$ cat config.mk
export PLATFORM = sky130hd
export DESIGN_NAME = cache_req_frontend
export DESIGN_NICKNAME = d
export VERILOG_FILES = /design/src/rtl/cache_req_frontend.sv
export SDC_FILE = /design/constraint.sdc
export NUM_CORES = 1
export LEC_CHECK = 0
export ABC_AREA = 0
export BUFFER_PORTS_ARGS = -buffer_cell sky130_fd_sc_hd__buf_2
export CAP_MARGIN = 5
export CORE_AREA = 2 2 172 174
export DETAILED_ROUTE_END_ITERATION = 7
export DIE_AREA = 0 0 174 176
export HOLD_SLACK_MARGIN = 0.03
export MAX_ROUTING_LAYER = met4
export PLACE_DENSITY = 0.65
export SLEW_MARGIN = 10
export SYNTH_ARGS = -nofsm -noshare
export SYNTH_HDL_FRONTEND = slang
export SYNTH_SLANG_ARGS = --single-unit
$ cat constraint.sdc
create_clock -name clk -period 8.2 [get_ports clk]
set_input_delay 0.41 -clock clk [delete_from_list [all_inputs] [get_ports clk]]
set_output_delay 0.41 -clock clk [all_outputs]
set_load 0.1 [all_outputs]
$ cat src/rtl/cache_req_frontend.sv
// Single-outstanding request front-end for a 4-way cache set: it splits and checks the address,
// issues one op strobe, then waits for hit data, a miss flag or a timeout, and returns one response.
module cache_req_frontend #(
  parameter int ADDR_W  = 36,
  parameter int TAG_W   = 24,
  parameter int INDEX_W = 6,
  parameter int OFF_W   = 6,
  parameter int TIMEOUT = 15
) (
  input  logic               clk,
  input  logic               rst,
  input  logic               req_valid,
  output logic               req_ready,
  input  logic [ADDR_W-1:0]  req_addr,
  input  logic               req_write,
  input  logic [1:0]         req_size,
  input  logic [63:0]        req_wdata,
  output logic               resp_valid,
  input  logic               resp_ready,
  output logic [63:0]        resp_rdata,
  output logic [1:0]         resp_status,
  output logic               set_enable,
  output logic [INDEX_W-1:0] set_index,
  output logic [2:0]         set_write_enable,
  output logic [OFF_W-1:0]   set_block_offset,
  output logic [1:0]         set_data_size,
  output logic [TAG_W-1:0]   set_tag,
  output logic [63:0]        set_write_data,
  output logic [31:0]        set_n_ops,
  input  logic [127:0]       set_out_data,
  input  logic [1:0]         set_write_miss,
  input  logic [1:0]         set_read_miss,
  input  logic [1:0]         set_data_ready
);

  typedef enum logic [1:0] {S_IDLE, S_ISSUE, S_WAIT, S_RESP} state_t;

  localparam logic [1:0] ST_HIT      = 2'd0;
  localparam logic [1:0] ST_MISS     = 2'd1;
  localparam logic [1:0] ST_MISALIGN = 2'd2;
  localparam logic [1:0] ST_TIMEOUT  = 2'd3;
  localparam logic [7:0] TMO         = 8'(TIMEOUT);

  state_t      state, state_nxt;
  logic [7:0]  wait_cnt;
  logic        wr_q;
  logic        accept, misalign, rd_miss, wr_miss, dat_rdy, tmo_hit;

  // Offset bits that must be zero for an access of 1<<size bytes.
  function automatic logic [OFF_W-1:0] align_mask(input logic [1:0] size);
    logic [OFF_W-1:0] m;
    m = '0;
    case (size)
      2'd1:    m[0]   = 1'b1;
      2'd2:    m[1:0] = 2'b11;
      2'd3:    m[2:0] = 3'b111;
      default: m      = '0;
    endcase
    return m;
  endfunction

  function automatic logic [63:0] load_mask(input logic [127:0] data, input logic [1:0] size);
    case (size)
      2'd0:    return {56'd0, data[7:0]};
      2'd1:    return {48'd0, data[15:0]};
      2'd2:    return {32'd0, data[31:0]};
      default: return data[63:0];
    endcase
  endfunction

  assign accept   = req_valid && (state == S_IDLE);
  assign misalign = |(req_addr[OFF_W-1:0] & align_mask(req_size));
  assign rd_miss  = |set_read_miss;
  assign wr_miss  = |set_write_miss;
  assign dat_rdy  = |set_data_ready;
  assign tmo_hit  = (wait_cnt + 8'd1) == TMO;

  assign req_ready        = (state == S_IDLE);
  assign resp_valid       = (state == S_RESP);
  assign set_enable       = (state == S_ISSUE);
  assign set_write_enable = (state == S_ISSUE) ? {2'b00, wr_q} : 3'd2;

  always_ff @(posedge clk or posedge rst) begin
    if (rst) state <= S_IDLE;
    else     state <= state_nxt;
  end

  always_comb begin
    state_nxt = state;
    case (state)
      S_IDLE:  if (accept) state_nxt = misalign ? S_RESP : S_ISSUE;
      S_ISSUE: state_nxt = S_WAIT;
      S_WAIT:  if (wr_q || rd_miss || dat_rdy || tmo_hit) state_nxt = S_RESP;
      S_RESP:  if (resp_ready) state_nxt = S_IDLE;
      default: state_nxt = S_IDLE;
    endcase
  end

  // Captured request fields drive the set directly, so they stay stable through ISSUE and WAIT.
  always_ff @(posedge clk or posedge rst) begin
    if (rst) begin
      wr_q             <= 1'b0;
      wait_cnt         <= '0;
      set_index        <= '0;
      set_block_offset <= '0;
      set_data_size    <= '0;
      set_tag          <= '0;
      set_write_data   <= '0;
      set_n_ops        <= '0;
      resp_rdata       <= '0;
      resp_status      <= ST_HIT;
    end else begin
      case (state)
        S_IDLE: if (accept) begin
          wr_q             <= req_write;
          set_tag          <= req_addr[ADDR_W-1:OFF_W+INDEX_W];
          set_index        <= req_addr[OFF_W+INDEX_W-1:OFF_W];
          set_block_offset <= req_addr[OFF_W-1:0];
          set_data_size    <= req_size;
          set_write_data   <= req_wdata;
          if (misalign) begin
            resp_status <= ST_MISALIGN;
            resp_rdata  <= '0;
          end else begin
            set_n_ops <= set_n_ops + 32'd1;
          end
        end
        S_ISSUE: wait_cnt <= '0;
        S_WAIT: begin
          if (wr_q) begin
            resp_status <= wr_miss ? ST_MISS : ST_HIT;
            resp_rdata  <= '0;
          end else if (rd_miss) begin
            resp_status <= ST_MISS;
            resp_rdata  <= '0;
          end else if (dat_rdy) begin
            resp_status <= ST_HIT;
            resp_rdata  <= load_mask(set_out_data, set_data_size);
          end else begin
            wait_cnt <= wait_cnt + 8'd1;
            if (tmo_hit) begin
              resp_status <= ST_TIMEOUT;
              resp_rdata  <= '0;
            end
          end
        end
        default: ;
      endcase
    end
  end

endmodule

# == After elaboration in Yosys (flattened, before gate mapping) ==
# Cells that the tools add are included.
# op_classes
add_sub_neg,2
n_eq_ne,17
n_mux,29
bitwise,2
n_reduce_logical,19
# ops
op,count
64-bit two-way mux,6
64-bit case mux with 3 select lines,1
64-bit case mux with 2 select lines,1
32-bit by 1-bit adder with 32-bit output (second input constant),1
8-bit two-way mux,3
2-bit two-way mux,11
8-bit case mux with 2 select lines,1
2-bit equality test (second input constant),5
8-bit by 1-bit adder with 8-bit output (second input constant),1
8-bit by 4-bit equality test with 1-bit output (second input constant),1
2-bit inequality test (second input constant),4
2-bit case mux with 4 select lines,1
4-bit AND reduction,2
2-bit OR reduction,4
6-bit by 3-bit AND with 6-bit output,1
2-bit by 1-bit equality test with 1-bit output (second input constant),3
2-bit by 1-bit inequality test with 1-bit output (second input constant),3
3-bit AND reduction,2
6-bit OR reduction,1
5-bit inequality test (second input constant),1
2-bit zero test,2
1-bit two-way mux,4
2-bit case mux with 2 select lines,1
2-bit nonzero test,2
other kinds (5),7
# word_totals
regBits,211
inputBits,241
output_inout_bits,206
elab_cells,80

# == Longest topological paths before layout ==
# depth
ltp_word,8
depth_mapped,10
depth_no_buf,7

# == Worst setup path before layout ==
# No wires, ideal clock.
# synth_timing
kind,reg2reg
from,register state[0]
to,register set_n_ops[21]
arrival_ps,2831
required_ps,8041
slack_ps,5210
path_stages_with_launch,9
path_buffers,2
period_less_slack_ps,2990
cell_sequence,dfrtp_1 inv_1 ha_1 clkbuf_1 o2111ai_2 nor4_4 buf_2 nand3_1 xnor2_1
# synth_between
elab_chain_len,3
# synth_rtl
item,line,source
start: declaration,44,"state_t state, state_nxt;"
start signal: assignment,85,else state <= state_nxt;
2-bit zero test *,-,
net req_ready,13,"output logic req_ready,"
1-bit logical AND,71,assign accept = req_valid && (state == S_IDLE);
3-bit AND reduction (no source line) *,-,
end signal: assignment,125,set_n_ops <= set_n_ops + 32'd1;
end: declaration,29,"output logic [31:0] set_n_ops,"
# The timed path passes the listed nets; every way through them passes the cells marked *.
# A chain may end at the register's enable or synchronous reset.

# == Worst setup path in the final report ==
# layout_timing
from,register state[0]
to,register set_write_data[2]
# layout_between
elab_chain_len,3
# layout_rtl
item,line,source
2-bit zero test *,"71, 113",
1-bit logical AND,71,
2-bit AND reduction (no source line) *,-,
end signal: assignment,120,set_write_data <= req_wdata;
end: declaration,28,"output logic [63:0] set_write_data,"
# Every way passes the cells marked *; elsewhere a longest branch is shown, timed or not.

==> impl_metrics.tcl <==
set metrics [dict create \
    status "finished, final reports clean" \
    dp_hpwl_um 16680 \
    wl_met1_um 9573 \
    htree_levels 1 \
    drv_slew 0 \
    hold_viol 0 \
    wl_met3_um 1696 \
    track_usage_pct 14.93 \
    dpl_worst_slack_ns 5.218 \
    cp_slowest_stage_delay_ns 0.74 \
    ys_ff_latch 211 \
    fin_skew_ns 0.008163 \
    ys.flop_type "dfrtp_1" \
    finalWorstSetupSlack_ns 5.546 \
    die_x_um 174 \
    grt_antenna_before_repair 1 \
    postCtsHoldBufs 0 \
    cts_root_buf "clkbuf_16" \
    max_freq_mhz 376.8 \
    cp.arrival_ns 3.05 \
    grt_max_degree 137 \
    avgSynthCellArea_um2 14.01 \
    synth-warning-count 0 \
    drt_iter0_drc 222 \
    slowest_stage "buf_4" \
    area_delta_synth_final_pct 37.69 \
    r2r_slack_ns 5.55 \
    r2r_end "set_write_data[2]" \
    syn-num-nets 851 \
    cap_violations 0 \
    synth-seq-area-share_pct 62.50 \
    worst_slew_pin_slew_ns 1.026 \
    setup.worst_path.end_class "register" \
    cts_buffers 25 \
    hp-class "in -> async" \
    multi_input_area_mm2 0.002967 \
    path_cells "inv_1 > ha_1 > nand2_4 > buf_4 > mux2_2" \
    setup_tns_ns 0 \
    nNetsFinal 1229 \
    hold_ws_ns 0.04823 \
    fillers 2756 \
    slew_headroom_pct 31.61 \
    numPortBuffers 381 \
    r2r-start "state[0]" \
    post_cts_resized 0 \
    cts.clk_slew.worst_paths_ns 0.06 \
    crit_fanout 64 \
    crit_type "reg -> reg" \
    drive_gt1_share_pct 53.86 \
    clkLatencyLatePin_ns 0.51 \
    grt_pass1_wl_um 35860 \
    cp.required_ns 8.59 \
    startpoint_type "register" \
    period_needed_ns 2.654 \
    cts_tree "yes" \
    grt_pass1_vias 6536 \
    via_count 6386 \
    route.met2.wl_um 11120 \
    reg2regPathDepth 5 \
    grt.overflow.total 0 \
    core_area_mm2 0.02855 \
    start_util_pct 29.59 \
    via_per_inst 4.621 \
    wl_per_cell_um 16.60 \
    syn_area_mm2 0.008448 \
    synth_cell_types 49 \
    fp.dieH_um 176 \
    seqCellArea_mm2 0.005280 \
    syn_inst 603 \
    std_cell_rows 62 \
    startpoint "state[0]" \
    setup_violations 0 \
    io_pins 447 \
    fin_crit_sh_pct 32.36 \
    gp_congestion 0.7989 \
    synth-edff-count 0 \
    firstDrtPassIters 5 \
    drc 0 \
    drtAntennaViolNets 0 \
    dieArea_mm2 0.03062 \
    finalWirelength_um 22940 \
    cts.sinks 211 \
    post-cts-setup-buffer-count 0 \
    topRoutingLayerUsed "met4" \
    rsz0062_at_grt "no" \
    synthArstFlopShare_pct 100.0 \
    cts_buffer_depth 3 \
]
==> sequential cells by signal, indices dropped and copies added (netlist names) <==
register          cells
resp_rdata           64
resp_status           2
set_block_offset      6
set_data_size         2
set_index             6
set_n_ops            32
set_tag              24
set_write_data       64
state                 2
wait_cnt              8
wr_q                  1
==> worst max-delay path: cells and delay by family, from the launching register on <==
family,cells,cell delay [ns]
buf+inv,2,0.83
simple gates,1,0.49
mux,1,0.41
flops,1,0.37
fa+ha+maj,1,0.34
==> how the worst max path moves through the flow <==
stage,endpoint,cells after the start
2_1_floorplan,resp_rdata[0],1
3_3_place_gp,resp_rdata[44],7
3_5_place_dp,resp_rdata[55],7
4_1_cts,resp_rdata[55],7
5_1_grt,set_n_ops[31],6
6_report,set_write_data[2],5
==> placed cells by master, fill, tap and decap left out, types with 2 or more instances in the layout <==
master and instances:
nor3_2 2, nor3b_1 2, bufinv_16 7, nor2_1 14, xor2_1 5, clkbuf_16 25
buf_2 381, and3_1 9, xnor2_1 29, nand2_1 18, nand3_1 17, clkbuf_1 5
and2_1 2, dfrtp_1 211, buf_4 4, a22o_1 66, mux2_2 103, nor2b_1 3
a31oi_1 3, nand4_1 13, o31ai_1 2, nand2b_1 3, clkbuf_8 3, and4_1 3
inv_1 10, nor4_1 2, o21ai_0 12, a21oi_1 5, o2bb2ai_1 2, nor3_1 4
ha_1 7
==> Yosys cell counts (2+ instances only) <==
master	number	area, um2
clkbuf_1	16	60.06
buf_2	6	30.03
and3_1	9	56.30
nand2b_1	3	18.77
o31ai_1	2	15.01
nor2b_1	3	18.77
a31oi_1	3	18.77
and2_1	3	18.77
o2bb2ai_1	2	17.52
buf_6	5	56.30
nor2_1	14	52.55
xor2_1	5	43.79
nor3_2	2	20.02
nand2_1	19	71.32
nor3b_1	2	15.01
nand3_1	17	85.08
nor3_1	4	20.02
and4_1	3	26.28
ha_1	7	87.58
a22o_1	66	578.1
buf_1	6	22.52
dfrtp_1	211	5280
a21oi_1	5	25.02
nor4_1	2	12.51
xnor2_1	29	254.0
o21ai_0	12	60.06
nand4_1	13	81.33
mux2_2	103	1160
inv_1	11	41.29
==> cell families (layout without fill, tap and decap cells) <==
| family | Yosys count | in the layout | synth area share [%] |
|---|---|---|---|
| buffers and inverters | 45 | 439 | 2.577 |
| other | 1 | 2 | 0.04439 |
| adder cells (fa/ha/maj) | 7 | 7 | 1.037 |
| AO/OA/AOI/OAI | 101 | 101 | 9.701 |
| multiplexers | 104 | 104 | 13.85 |
| flip-flops | 211 | 211 | 62.50 |
| AND/OR/NAND/NOR | 100 | 100 | 6.769 |
| XOR/XNOR | 34 | 34 | 3.525 |
==> through the flow <==
step,cell area (um2),cells,util (%)
global route,11630,1382,40.75
finish,11630,1382,40.75
floorplan,8448,603,-
global placement,10710,1338,37.52
CTS,11630,1381,40.73
detailed placement,10710,1338,37.52
==> layer usage <==
metal,global-route usage [%],vias to the layer above
met2,24.52,292
met5,-,-
li1,-,2949
met1,18.92,3114
met4,3.606,0
met3,3.295,31
==> final cells by class <==
class / count / share of cell area (%)
multi-input cells: 347 / 25.50
repair buffers: 385 / 16.65
clock inverters: 10 / 1.990
diodes: 1 / 0.02151
flip-flops and latches: 211 / 45.39
well taps: 384 / 4.130
inverters: 11 / 0.4195
clock buffers: 33 / 5.894
Power is left out: the tool's default activity adds up to more than one toggle a clock period on the data nets, which glitch-free logic cannot reach.
